==> src/rtl/mem_wb_stage.sv <==
// Memory/write-back pipeline stage: retires ALU ops in one cycle, runs data-cache
// loads/stores with a bounded wait, and drives the register-file write port.
module mem_wb_stage #(
  parameter int DATA_W  = 32,
  parameter int ADDR_W  = 5,
  parameter int VADDR_W = 32,
  parameter int TIMEOUT = 64
) (
  input  logic               clk,
  input  logic               reset,
  input  logic               wrt_en,
  input  logic [DATA_W-1:0]  alu_result,
  input  logic [DATA_W-1:0]  store_data,
  input  logic [ADDR_W-1:0]  regD_in,
  input  logic               WB_EN_in,
  input  logic               MEM_R_EN_in,
  input  logic               MEM_W_EN_in,
  input  logic               MEM_TO_REG_in,
  output logic               dc_req,
  output logic               dc_we,
  output logic [VADDR_W-1:0] dc_addr,
  output logic [DATA_W-1:0]  dc_wdata,
  input  logic [DATA_W-1:0]  dc_rdata,
  input  logic               dc_ready,
  output logic               block_pipe_data_cache,
  output logic [ADDR_W-1:0]  addrD,
  output logic [DATA_W-1:0]  data_d,
  output logic               is_write,
  output logic               dc_timeout
);

  localparam int CNT_W = $clog2(TIMEOUT) + 1;
  localparam logic [CNT_W-1:0] CNT_LIMIT = CNT_W'(TIMEOUT - 1);

  localparam logic [0:0] S_IDLE   = 1'b0;
  localparam logic [0:0] S_ACCESS = 1'b1;

  logic [0:0]         state_q,      state_d;
  logic [CNT_W-1:0]   cnt_q,        cnt_d;
  logic               dc_req_q,     dc_req_d;
  logic               dc_we_q,      dc_we_d;
  logic [VADDR_W-1:0] dc_addr_q,    dc_addr_d;
  logic [DATA_W-1:0]  dc_wdata_q,   dc_wdata_d;
  logic [ADDR_W-1:0]  addrd_q,      addrd_d;
  logic [DATA_W-1:0]  data_d_q,     data_d_d;
  logic               is_write_q,   is_write_d;
  logic               dc_timeout_q, dc_timeout_d;
  logic [ADDR_W-1:0]  cap_dest_q,   cap_dest_d;
  logic               cap_wb_q,     cap_wb_d;
  logic               cap_load_q,   cap_load_d;
  logic               mem_op_s;

  assign mem_op_s = MEM_R_EN_in | MEM_W_EN_in;

  // Next-state and output computation for the IDLE/ACCESS machine
  always_comb begin
    state_d      = state_q;
    cnt_d        = cnt_q;
    dc_req_d     = dc_req_q;
    dc_we_d      = dc_we_q;
    dc_addr_d    = dc_addr_q;
    dc_wdata_d   = dc_wdata_q;
    addrd_d      = addrd_q;
    data_d_d     = data_d_q;
    is_write_d   = 1'b0;
    dc_timeout_d = dc_timeout_q;
    cap_dest_d   = cap_dest_q;
    cap_wb_d     = cap_wb_q;
    cap_load_d   = cap_load_q;

    case (state_q)
      S_IDLE: begin
        if (wrt_en) begin
          if (mem_op_s) begin
            // Both enables set is resolved as a load
            cap_dest_d = regD_in;
            cap_wb_d   = WB_EN_in & MEM_TO_REG_in;
            cap_load_d = MEM_R_EN_in;
            dc_req_d   = 1'b1;
            dc_we_d    = MEM_W_EN_in & ~MEM_R_EN_in;
            dc_addr_d  = VADDR_W'(alu_result);
            dc_wdata_d = store_data;
            cnt_d      = '0;
            state_d    = S_ACCESS;
          end else begin
            addrd_d    = regD_in;
            data_d_d   = alu_result;
            is_write_d = WB_EN_in;
          end
        end else begin
          is_write_d = 1'b0;
        end
      end
      S_ACCESS: begin
        if (dc_ready) begin
          dc_req_d = 1'b0;
          state_d  = S_IDLE;
          if (cap_load_q) begin
            addrd_d    = cap_dest_q;
            data_d_d   = dc_rdata;
            is_write_d = cap_wb_q;
          end else begin
            is_write_d = 1'b0;
          end
        end else if (cnt_q >= CNT_LIMIT) begin
          // Ready at the limit takes the branch above, so only true silence aborts
          dc_req_d     = 1'b0;
          dc_timeout_d = 1'b1;
          state_d      = S_IDLE;
        end else begin
          cnt_d = cnt_q + CNT_W'(1);
        end
      end
      default: begin
        dc_req_d = 1'b0;
        state_d  = S_IDLE;
      end
    endcase
  end

  // State and output registers with synchronous reset
  always_ff @(posedge clk) begin
    if (reset) begin
      state_q      <= S_IDLE;
      cnt_q        <= '0;
      dc_req_q     <= 1'b0;
      dc_we_q      <= 1'b0;
      dc_addr_q    <= '0;
      dc_wdata_q   <= '0;
      addrd_q      <= '0;
      data_d_q     <= '0;
      is_write_q   <= 1'b0;
      dc_timeout_q <= 1'b0;
      cap_dest_q   <= '0;
      cap_wb_q     <= 1'b0;
      cap_load_q   <= 1'b0;
    end else begin
      state_q      <= state_d;
      cnt_q        <= cnt_d;
      dc_req_q     <= dc_req_d;
      dc_we_q      <= dc_we_d;
      dc_addr_q    <= dc_addr_d;
      dc_wdata_q   <= dc_wdata_d;
      addrd_q      <= addrd_d;
      data_d_q     <= data_d_d;
      is_write_q   <= is_write_d;
      dc_timeout_q <= dc_timeout_d;
      cap_dest_q   <= cap_dest_d;
      cap_wb_q     <= cap_wb_d;
      cap_load_q   <= cap_load_d;
    end
  end

  assign block_pipe_data_cache = (state_q == S_ACCESS);
  assign dc_req     = dc_req_q;
  assign dc_we      = dc_we_q;
  assign dc_addr    = dc_addr_q;
  assign dc_wdata   = dc_wdata_q;
  assign addrD      = addrd_q;
  assign data_d     = data_d_q;
  assign is_write   = is_write_q;
  assign dc_timeout = dc_timeout_q;

endmodule
==> config.mk <==
export PLATFORM = sky130hd
export DESIGN_NAME = mem_wb_stage
export DESIGN_NICKNAME = d
export VERILOG_FILES = /design/src/rtl/mem_wb_stage.sv
export SDC_FILE = /design/constraint.sdc
export NUM_CORES = 1
export LEC_CHECK = 0
export ABC_CLOCK_PERIOD_IN_PS = 2200
export CAP_MARGIN = 40
export CORE_MARGIN = 4
export CORE_UTILIZATION = 45
export CTS_CLUSTER_SIZE = 16
export DETAILED_ROUTE_END_ITERATION = 10
export HOLD_SLACK_MARGIN = 0.12
export PLACE_DENSITY = 0.86
export SYNTH_ARGS = -nofsm -noshare
export SYNTH_HDL_FRONTEND = slang
export SYNTH_SLANG_ARGS = --single-unit
==> constraint.sdc <==
create_clock -name clk -period 2.2 [get_ports clk]
set_input_delay 0.44 -clock clk [delete_from_list [all_inputs] [get_ports clk]]
set_output_delay 0.44 -clock clk [all_outputs]
set_load 0.005 [all_outputs]
==> out/summary.md <==
Among all flip-flop cells after synthesis, the most frequent one is dfxtp_1. The path class of the tightest hold or removal check is input port to flop. Number of gates given a new drive strength after cts: 0.

The H-tree generated during clock tree synthesis spans 4 levels. The floorplan has 36 rows. In the final layout, the share of cells above drive strength 1 is 10.0%. Sorting the synthesized cells by area gives the leading types as dfxtp_1 51%, nand2_1 11%, a21oi_1 8.2%, mux2i_1 7.9%, a211oi_2 5.3%. The number of nets with antenna violations after detailed routing was 0; the die area was 12,100 sq um. In this run the post-CTS setup repair buffer count came out at 0. The clock drives 120 sinks. The clock root buffer master was clkbuf_8. Post-route clock period utilization: 87.3%. Across the routed clock network, the largest skew measured is 0.00939 ns. After layout, the design draws a total of 6.05 mW. The logs give 17 for the number of buffers inserted during clock tree synthesis and 0 for the initial antenna violation count. The async set-reset flop share out of synthesis is 0%.

The routed design could run at a clock period as short as 1.92 ns. The area share of the largest cell type after synthesis works out to 51.3%. In this design, the largest share of critical-path delay is due to buffers and inverters. For the worst setup path, the data required time is 1.76 ns. The total overflow reported by the global router came out at 0. The synthesized design contains 0 enable-type register cells.

Hold repair after CTS inserted 0 buffers. The wire-length estimate of the detail-placed layout is 10.9 mm. The share of the Yosys chip area taken by registers is 51.3%.

The later-pin clock latency in the skew report was 0.51 ns. At the end of the flow, the number of nets in the layout was 847. Synthesis produced a netlist with a net count of 640.

In this run the static leakage power is 2.73 nW. Global routing used 24.4% of the available tracks. For the number of global-route vias before repair, the log shows 4,557. The final routed wire length divided by cell count works out to 16.9 microns. For this configuration, the core starts out at a cell density of 47.1%.

The count of TritonRoute iterations in the first routing pass is 5, and the count of mapped cells out of synthesis is 530. The synthesized area was 4690 sq um; the peak supply drop was 0.521 mV. The tools report the number of endpoints with negative hold slack in the final report as 0. The tools report the fmax as 0.521 GHz. The placeable core region is 9950 sq um.

Of all cell types, the one taking the most synthesized area is dfxtp_1. The chip height came out at 110 microns. Standard cell with the maximum stage delay on the critical path: clkdlybuf4s50_1. The detailed-route vias per instance came out at 5.19. By instance count, the leading cell after synthesis is nand2_1. Synthesis inferred 120 register bits. Clock-pin slew was measured on the worst setup and hold paths at 0.06 ns. No sink is reached through more buffers than the 2 on the longest clock path. The number of buffers and inverters on the critical path was 1. The synthesis-to-finish area growth is 63.1%, and the top fanout value on the critical path is 9.

The run gives 33 as the number of different library cells in the post-synthesis netlist. The critical path goes through clkdlybuf4s50_1. The final-layout fill cell count is 679. The count of antenna diodes in the layout came out at 0. The maximum number of pins on one net before global-route repair is 53, and the synthesized area per cell is 8.84 sq um.

The run finished with clean final reports. Type of the setup path with the least slack: flop to output pin. The detailed router placed 4,580 vias in this run. The first global-routing pass estimated 22.6 mm of wire.

The max-cap check violation count was 0; the worst slew slack as a fraction of its limit was 71.2%. TritonCTS built the clock tree. After synthesis, the most frequently instantiated cells are 143 x nand2_1, 120 x dfxtp_1, 77 x a21oi_1.

Summed over all layers, the routed wires come to 14.9 mm. For the pin with the worst max-slew slack, the measured transition is 0.431 ns. At the worst endpoint, the arrival time is 1.48 ns.

The largest stage delay on the critical path was 0.54 ns; the placer's final routability congestion estimate was 0.810. The number of remaining DRC errors came out at 0. The number of buffers inserted by port buffering was 214. The worst setup path is captured at an output pin. The final-report setup violation count is 0, and the final setup TNS is 0 ns.

The power per cell area is 791 nW/um^2. The nature of the critical path startpoint is a flop. Setup repair after global routing left no endpoint under its margin. For the total number of yosys warnings, the log shows 0. 215 I/O pins were placed.

After the first detailed-routing iteration, the DRC count stood at 219. Measured along the x axis, the die boundary spans 110 microns. The run gives 0 as the number of pins with negative max-slew slack in the final report.
[placed cells by master, fill, tap and decap left out, types with 2 or more instances in the layout]
cell,n
clkbuf_1,2
clkinv_4,2
clkbuf_8,3
clkinvlp_4,4
bufinv_16,3
nand2_1,143
nand4_1,2
nor2_1,42
clkdlybuf4s50_1,213
dfxtp_1,119
a21oi_1,77
nand3_1,4
o21ai_0,2
clkbuf_16,16
a31oi_1,2
buf_12,9
a211oi_1,18
buf_4,8
a211oi_2,20
inv_1,2
mux2i_1,37
clkinv_2,2
[logic make-up after synthesis]
group / count (synthesis) / synth area share, %
and+or+nand+nor: 199 / 17.1
AOI/OAI and AO/OA: 129 / 18.9
buffers and inverters: 44 / 4.62
DFF: 120 / 51.3
adders and majority gates: 1 / 0.267
muxes: 37 / 7.90
[sequential cells by signal, summed over array words and instances, names as in the netlist]
register               flops
block_pipe_data_cache      1
cap_wb_q                   1
cnt_q                      7
cap_dest_q                 5
dc_we                      1
is_write                   1
cap_load_q                 1
dc_req                     1
dc_timeout                 1
dc_wdata                  32
data_d                    32
addrD                      5
dc_addr                   32
[final cells by class]
cell class	count	area, sq um	area share (%)
well taps	133	166	2.18
clock inverters	11	148	1.93
flip-flops and latches	120	2400	31.4
multi-input cells	366	2100	27.4
clock buffers	21	449	5.88
inverters	2	7.51	0.0982
repair buffers	230	2370	31.0
[report_power, final]
group | switching [mW] | internal, mW | total, mW | leakage, nW
clock | 0.959 | 1.78 | 2.74 | 0.280
combinational | 0.404 | 0.536 | 0.940 | 1.47
sequential | 0.0685 | 2.30 | 2.37 | 0.982
[path summary, 6_finish.rpt]
check | from | end | slack [ns] | depth (start not counted)
max | block_pipe_data_cache | block_pipe_data_cache | 0.28 | 1
min | reset | dc_timeout | 0.35 | 2
max reg2reg | cnt_q[0] | cnt_q[4] | 0.62 | 5
min reg2reg | dc_addr[20] | dc_addr[20] | 0.45 | 2
[layer usage]
layer  vias to the layer above  track usage (%)  part of all wire [%]
met3                        29             5.77                   7.7
met1                      2141             27.3                    38
li1                       2227                -                     -
met4                         0             10.8                   2.4
met5                         -                0                     0
met2                       183             43.9                    52
[through the flow]
step	cells	cell area (sq um)	hold slack, ns	utilization, %	setup slack, ns
after floorplan	530	4690	0.433	-	0.750
after CTS	883	7640	0.332	76.8	0.264
after global routing	883	7640	0.370	76.8	0.217
final	883	7640	0.352	76.8	0.279
after detailed placement	851	7050	0.447	70.8	0.0277
after global placement	851	7050	0.441	70.8	0.120
Power figures use the tool's default switching activity.
